**src/rtl/song_sequencer.sv**
```systemverilog
// Loadable song-memory note sequencer for the piano auto-play path.
// Steps through {note, duration} entries on an external beat strobe.
module song_sequencer #(
  parameter int SONG_LEN = 64,
  parameter int DUR_W    = 3,
  localparam int ADDR_W  = (SONG_LEN > 1) ? $clog2(SONG_LEN) : 1
) (
  input  logic              CLK,
  input  logic              RESET,
  input  logic              BEAT_TICK,
  input  logic              START,
  input  logic              STOP,
  input  logic              PAUSE,
  input  logic              LOOP,
  input  logic              ARTIC,
  input  logic              WR_EN,
  input  logic [ADDR_W-1:0] WR_ADDR,
  input  logic [3:0]        WR_NOTE,
  input  logic [DUR_W-1:0]  WR_DUR,
  output logic [3:0]        NOTE,
  output logic [7:0]        LED,
  output logic [ADDR_W-1:0] POS,
  output logic              PLAYING,
  output logic              DONE
);

  typedef enum logic [1:0] {IDLE, PLAY, GAP, PAUSED} state_t;

  localparam logic [3:0] REST = 4'd8;
  localparam logic [3:0] EOS  = 4'd15;

  state_t            state;
  logic              ret_gap;
  logic [DUR_W-1:0]  cnt;
  logic [3:0]        mem_note [SONG_LEN];
  logic [DUR_W-1:0]  mem_dur  [SONG_LEN];

  logic              at_last;
  logic [ADDR_W-1:0] next_pos;
  logic              song_end;
  logic              first_end;

  function automatic logic [7:0] led_of(input logic [3:0] n);
    if (n < 4'd8)
      led_of = 8'h80 >> n;
    else if (n == REST)
      led_of = 8'h00;
    else
      led_of = 8'hFF;
  endfunction

  // The successor index is forced to 0 on the last slot so it never leaves the array.
  assign at_last   = (POS == ADDR_W'(SONG_LEN - 1));
  assign next_pos  = at_last ? '0 : POS + ADDR_W'(1);
  assign song_end  = at_last || (mem_note[next_pos] == EOS);
  assign first_end = (mem_note[0] == EOS);

  always_ff @(posedge CLK or negedge RESET) begin
    if (!RESET) begin
      state   <= IDLE;
      ret_gap <= 1'b0;
      cnt     <= '0;
      POS     <= '0;
      NOTE    <= REST;
      LED     <= 8'h00;
      PLAYING <= 1'b0;
      DONE    <= 1'b0;
      for (int i = 0; i < SONG_LEN; i++) begin
        mem_note[i] <= EOS;
        mem_dur[i]  <= '0;
      end
    end else begin
      DONE <= 1'b0;

      if (WR_EN && state == IDLE) begin
        mem_note[WR_ADDR] <= WR_NOTE;
        mem_dur[WR_ADDR]  <= WR_DUR;
      end

      if (STOP) begin
        state   <= IDLE;
        POS     <= '0;
        cnt     <= '0;
        NOTE    <= REST;
        LED     <= 8'h00;
        PLAYING <= 1'b0;
      end else if (START) begin
        POS <= '0;
        cnt <= '0;
        if (first_end) begin
          state   <= IDLE;
          NOTE    <= REST;
          LED     <= 8'h00;
          PLAYING <= 1'b0;
          DONE    <= 1'b1;
        end else begin
          state   <= PLAY;
          NOTE    <= mem_note[0];
          LED     <= led_of(mem_note[0]);
          PLAYING <= 1'b1;
        end
      end else begin
        case (state)
          PLAY, GAP: begin
            if (PAUSE) begin
              state   <= PAUSED;
              ret_gap <= (state == GAP);
              NOTE    <= REST;
              LED     <= 8'h00;
            end else if (BEAT_TICK) begin
              if (state == PLAY && cnt != mem_dur[POS]) begin
                cnt <= cnt + DUR_W'(1);
              end else if (state == PLAY && ARTIC) begin
                state <= GAP;
                NOTE  <= REST;
                LED   <= 8'h00;
              end else if (!song_end) begin
                state <= PLAY;
                POS   <= next_pos;
                cnt   <= '0;
                NOTE  <= mem_note[next_pos];
                LED   <= led_of(mem_note[next_pos]);
              end else if (LOOP && !first_end) begin
                state <= PLAY;
                POS   <= '0;
                cnt   <= '0;
                NOTE  <= mem_note[0];
                LED   <= led_of(mem_note[0]);
              end else begin
                state   <= IDLE;
                POS     <= '0;
                cnt     <= '0;
                NOTE    <= REST;
                LED     <= 8'h00;
                PLAYING <= 1'b0;
                DONE    <= 1'b1;
              end
            end
          end
          PAUSED: begin
            // Counter is left untouched so the entry resumes with its remaining beats.
            if (!PAUSE) begin
              if (ret_gap) begin
                state <= GAP;
              end else begin
                state <= PLAY;
                NOTE  <= mem_note[POS];
                LED   <= led_of(mem_note[POS]);
              end
            end
          end
          default: ;
        endcase
      end
    end
  end

endmodule

```
**config.mk**
```make
export PLATFORM = sky130hd
export DESIGN_NAME = song_sequencer
export DESIGN_NICKNAME = d
export VERILOG_FILES = /design/src/rtl/song_sequencer.sv
export SDC_FILE = /design/constraint.sdc
export NUM_CORES = 1
export LEC_CHECK = 0
export ABC_AREA = 1
export CAP_MARGIN = 20
export CELL_PAD_IN_SITES_DETAIL_PLACEMENT = 0
export CELL_PAD_IN_SITES_GLOBAL_PLACEMENT = 1
export CORE_MARGIN = 3
export CORE_UTILIZATION = 51
export DETAILED_ROUTE_END_ITERATION = 7
export PLACE_DENSITY_LB_ADDON = 0.1
export SLEW_MARGIN = 10
export SYNTH_ARGS = -nofsm -noshare
export SYNTH_HDL_FRONTEND = slang
export SYNTH_SLANG_ARGS = --single-unit
```
**constraint.sdc**
```tcl
create_clock -name CLK -period 4.3 [get_ports CLK]
set_input_delay 1.075 -clock CLK [delete_from_list [all_inputs] [get_ports CLK]]
set_output_delay 1.075 -clock CLK [all_outputs]
set_load 0.1 [all_outputs]
```
==> flow_summary.ini, run 1 <==
[synth]
ys_ff_latch = 474
syn_inst = 3449
syn_area_um2 = 25680
synth_top_area_share_pct = 26.30
synth_area_per_cell_um2 = 7.445
yosysTopAreaCell = dfstp_2
synthDistinctLibCells = 44
ys_warn_count = 0
yosysSeqAreaShare_pct = 47.45
synthesis.nets = 3478
synth_area_leaders = dfstp_2, dfrtp_1, nand2_1

[global_routing]
grt-ovfl-total = 0
grt_pass1_vias = 22920
grt_usage_pct = 32.86
grt_start_max_net_pins = 122
grt_pass1_wl_mm = 136.8
grt_antenna_before_repair = 1

[cts]
clk_pin_slew_ps = 60
insertion_delay_ps = 620
cts.sink_count = 474
cts_tree = yes
cts_max_level = 2
cts.path.max_buffers = 3
cts-root-buf = clkbuf_16
cts_setup_buffers = 0
cts-hold-fix-buffers = 0
numCtsBuffers = 53
post_cts_resize_count = 0

[worst_setup_path]
crit_type = reg -> reg
cp_max_fo = 35
critPathCaptureType = flip-flop
worstPathArrival_ps = 4510
rrSetupSlack_ps = 330
crit_path_start_kind = flip-flop
rr_startpoint = POS[1]
cp-startpoint = POS[1]
required_ps = 4840

[detailed_routing]
drc = 0
wl_mm = 87.28
dr.pass1.iters = 6
drt_iter0_drc = 2616
vias_per_cell = 5.955
drtAntennaViolNets = 0
vias = 24310
wl_per_cell_um = 21.38

[floorplan]
rows = 81
die_area_um2 = 53070
die_x_um = 230.4
initial_core_util_pct = 52.02
die_y_um = 230.4
io_pins = 42
core_area_um2 = 49360

[timing]
clock_skew_ps = 21.59
layout_min_cycle_time_ps = 3970
hold_violations = 0
finalWorstSetupSlack_ps = 330.4
relSlewSlack_pct = 33.96
fmax_mhz = 251.9
worst_slew_pin_slew_ps = 987.5
slew_violations = 0
setup_viol = 0
finalCritPeriodShare_pct = 92.32
grt_setup_unrepaired = false
fin_setup_tns_ps = 0

[cells_and_area]
layout_common_cells = nand2_1, o21ai_0, nand3_1, dfstp_2, dfrtp_1
area_delta_synth_final_pct = 10.54
layout-drive-gt1-share_pct = 14.11
nets = 3402
layout_commonest_cell = nand2_1
utilization_pct = 57.51

[status]
status = complete, no violations

[place]
place.detailed.hpwl_mm = 55.73
gp_congestion = 0.9269
portBuffers = 41
place_ws_ps = 413.0

[pwr]
p_leak_nw = 11.66
p_per_area_nw_per_um2 = 435.9
ir_drop_v = 0.0002938

[min_path]
hold_path_class = in -> async

[job]
max-cap-violations = 0
## synthesized netlist by cell type, drive strengths merged
master / n
nand2: 1122
o21ai: 623
nand3: 355
dfstp: 257
dfrtp: 217
nor2: 202
clkbuf: 144
a21oi: 135
inv: 124
buf: 120
o211ai: 41
o22ai: 16
o31ai: 11
clkinv: 10
nor3: 10
a32o: 8
o221ai: 8
ha: 7
nor4: 7
a22oi: 5
o2111ai: 5
a211oi: 4
o311ai: 4
nand3b: 3
nand4: 3
or2: 2
xor2: 2
a221o: 1
a22o: 1
a31oi: 1
mux2: 1
## through the flow
| step | total power [mW] | hold slack [ps] | cell area [um2] | cells |
|---|---|---|---|---|
| floorplan | 7.029 | 447.8 | 25680 | 3449 |
| global placement | 7.812 | 461.1 | 26650 | 3982 |
| detailed placement | 7.860 | 466.6 | 26650 | 3982 |
| CTS | 12.42 | 481.8 | 28380 | 4081 |
| global route | 12.96 | 494.5 | 28380 | 4082 |
| finish | 12.37 | 465.7 | 28380 | 4082 |
## report_power, final
group	leakage, nW	switching [mW]	internal, mW	total, mW
Combinational	5.20	1.67	0.773	2.44
Clock	0.838	1.88	2.66	4.54
Sequential	5.62	0.306	5.09	5.39
## worst paths after layout
kind / to / cells after the start
hold / removal: mem_dur[112] / 1
max in group asynchronous: mem_note[254] / 2
min in group CLK: mem_dur[66] / 2
setup / recovery: LED[3] / 21
hold reg to reg: mem_dur[66] / 2
setup reg to reg: LED[3] / 21
## logic make-up after synthesis
logic type | after synthesis | share of synthesized area [%]
compound gates | 863 | 18.00
xor+xnor | 2 | 0.06823
fa+ha+maj | 7 | 0.3411
buf+inv | 398 | 6.895
flops | 474 | 47.45
mux | 1 | 0.04385
simple gates | 1704 | 27.21
## critical path, stage by stage (launching register included)
cell	delay, ps
dfrtp_4	430
buf_4	390
buf_4	470
o21ai_0	160
o211ai_1	250
nand3_1	180
nand2_1	170
nand2_1	70
nand2_1	60
inv_1	70
nand2_1	70
nand2_1	50
nand2_1	60
nand3_1	240
nand3_1	210
nand2_1	70
nand2_1	120
nand3_2	260
nor2_1	170
buf_4	190
nand2_1	80
nand2_1	60
## layer usage
layer  global-route usage (%)  vias up  part of all wire (%)
met4                    13.62        0                   4.4
met2                    49.84     1086                    44
met3                    5.972      218                   8.5
met5                        0        -                     0
met1                    46.61    11690                    43
li1                         -    11310                     -
## final cells by class
class / instances / area, um2
tap: 664 / 830.8
inverter: 134 / 514.2
fill: 4699 / 20970
multi-input combinational: 2577 / 11770
sequential: 474 / 12190
clock buffer: 88 / 1609
clock inverter: 11 / 122.6
timing repair buffer: 133 / 1344
antenna: 1 / 2.502
## state kept, by name (all words and copies together) (netlist names)
| name | count |
|---|---|
| state | 2 |
| PLAYING | 1 |
| POS | 6 |
| DONE | 1 |
| NOTE | 4 |
| ret_gap | 1 |
| LED | 8 |
| cnt | 3 |
| mem_dur | 192 |
| mem_note | 256 |
Note: power is estimated with default switching activity, not from simulation.
==> inputs of run 2 (changes only) <==
--- a/config.mk
+++ b/config.mk
@@ -10,7 +10,7 @@
 export CELL_PAD_IN_SITES_DETAIL_PLACEMENT = 0
 export CELL_PAD_IN_SITES_GLOBAL_PLACEMENT = 1
 export CORE_MARGIN = 3
-export CORE_UTILIZATION = 51
+export CORE_UTILIZATION = 47
 export DETAILED_ROUTE_END_ITERATION = 7
 export PLACE_DENSITY_LB_ADDON = 0.1
 export SLEW_MARGIN = 10
==> constraint.sdc (replaced) <==
create_clock -name CLK -period 4.5 [get_ports CLK]
set_input_delay 1.125 -clock CLK [delete_from_list [all_inputs] [get_ports CLK]]
set_output_delay 1.125 -clock CLK [all_outputs]
set_load 0.1 [all_outputs]
==> run 2 against run 1 <==
Via count fell by 0.72%. Critical path type unchanged. Total power fell by 0.73%. Largest power group unchanged. Fmax fell by 1.2%. Critical path depth fell by 1. Sequential cell count did not move. Register-to-register slack improved by 150 ps. Worst setup slack improved by 150 ps. Sequential power fell by 4.5%. Hold slack improved by 14 ps. Critical endpoint is now state[0].
==> flow_summary.ini, run 2 (same netlist as run 1, synthesis figures left out) <==
[status]
status = complete, no violations

[cts]
insertion_delay_ps = 630
cts_setup_buffers = 0
cts_tree = yes
clk_pin_slew_ps = 60
cts-hold-fix-buffers = 0
cts-root-buf = clkbuf_16
cts.path.max_buffers = 3
cts.sink_count = 474
cts_max_level = 2
numCtsBuffers = 54
post_cts_resize_count = 0

[cells_and_area]
layout_common_cells = nand2_1, o21ai_0, nand3_1, dfstp_2, dfrtp_1
regMostFlops = mem_note
nets = 3409
layout_commonest_cell = nand2_1
top_regs = mem_note (256), mem_dur (192), LED (8)
area_delta_synth_final_pct = 11.70
n_antenna_cell = 0
largest_register_ffs = 256
layout-drive-gt1-share_pct = 14.80

[floorplan]
rows = 85
io_pins = 42
die_area_um2 = 57470
die_x_um = 239.7
initial_core_util_pct = 47.62
core_area_um2 = 53920
die_y_um = 239.7

[detailed_routing]
wl_per_cell_um = 21.66
drt_iter0_drc = 2385
drc = 0
vias_per_cell = 5.855
met2_length_mm = 40.23
met3WireLength_mm = 6.551
vias = 24130
wl_mm = 89.28
m1WireLength_mm = 38.54
top_layer = met5
drtAntennaViolNets = 0
dr.pass1.iters = 6

[timing]
setup_viol = 0
grt_setup_unrepaired = false
fmax_mhz = 248.8
clock_skew_ps = 36.29
fin_setup_tns_ps = 0
worst_slew_pin_slew_ps = 1012
finalWorstSetupSlack_ps = 480.8
hold_violations = 0
finalCritPeriodShare_pct = 89.32
slew_violations = 0
relSlewSlack_pct = 32.30
layout_min_cycle_time_ps = 4019

[place]
place_ws_ps = 517.3
portBuffers = 41
place.detailed.hpwl_mm = 57.13
gp_congestion = 0.9347

[global_routing]
grt_pass1_wl_mm = 139.0
grt_antenna_before_repair = 2
grt-ovfl-total = 0
grt_pass1_vias = 23060
grt_usage_pct = 31.26
grt_start_max_net_pins = 107

[min_path]
hold_path_class = reg -> reg

[pwr]
p_leak_nw = 11.82
p_total_mw = 12.28
ir_drop_v = 0.0002912
p_per_area_nw_per_um2 = 428.3

[worst_setup_path]
crit_type = reg -> reg
critPathCaptureType = flip-flop
required_ps = 5010
worstPathArrival_ps = 4530
cp_max_fo = 24
crit_path_start_kind = flip-flop

[job]
max-cap-violations = 0
run 2: layout make-up:
type	count	area, um2
Fill cell	5217	25240
Sequential cell	474	12190
Multi-Input combinational cell	2577	11770
Clock buffer	80	1672
Timing Repair Buffer	139	1379
Tap cell	696	870.8
Inverter	134	514.2
Clock inverter	22	285.3
run 2: worst max-delay path, cell delays in order, from the launching register on:
cell,delay [ps]
dfrtp_4,550
ha_1,280
nand3_2,140
nor2_4,90
nor2_4,570
buf_4,390
nand2_1,80
nand3_1,70
nand3_1,100
nand3_1,190
nand3_1,90
nand3_1,180
nand2_2,160
nor2_4,180
nand2_2,90
nand2_2,230
nand2_1,150
nand2_1,80
nand2_1,50
a21oi_1,130
o21ai_1,70
run 2: power breakdown:
group          switching (mW)  total, mW  internal (mW)
Clock                    1.89       4.80           2.92
Combinational            1.60       2.33          0.734
Sequential              0.289       5.15           4.86
Total                    3.77       12.3           8.51
run 2: path summary, 6_finish.rpt:
kind                          from            end  slack (ps)  depth (start not counted)
setup / recovery            POS[0]       state[0]         480                         20
hold / removal             NOTE[0]        NOTE[0]         480                          2
setup reg to reg            POS[0]       state[0]         480                         20
hold reg to reg            NOTE[0]        NOTE[0]         480                          2
max in group asynchronous    RESET  mem_note[117]        2950                          2
min in group asynchronous    RESET   mem_dur[113]         500                          1
run 2: metrics by stage:
step                instances  instance area [um2]  hold WS (ps)  utilization [%]
floorplan                3449                25680         447.8                -
global placement         4019                26700         460.6            49.53
detailed placement       4019                26700         468.5            49.53
CTS                      4121                28660         483.6            53.15
global route             4122                28680         499.9            53.19
finish                   4122                28680         479.9            53.19
run 2: per-layer routing:
| metal | GRT usage [%] | vias to the layer above |
|---|---|---|
| met1 | 42.62 | 11560 |
| met2 | 49.60 | 1013 |
| met5 | 0 | - |
| met3 | 5.020 | 225 |
| met4 | 13.32 | 2 |
| li1 | - | 11340 |
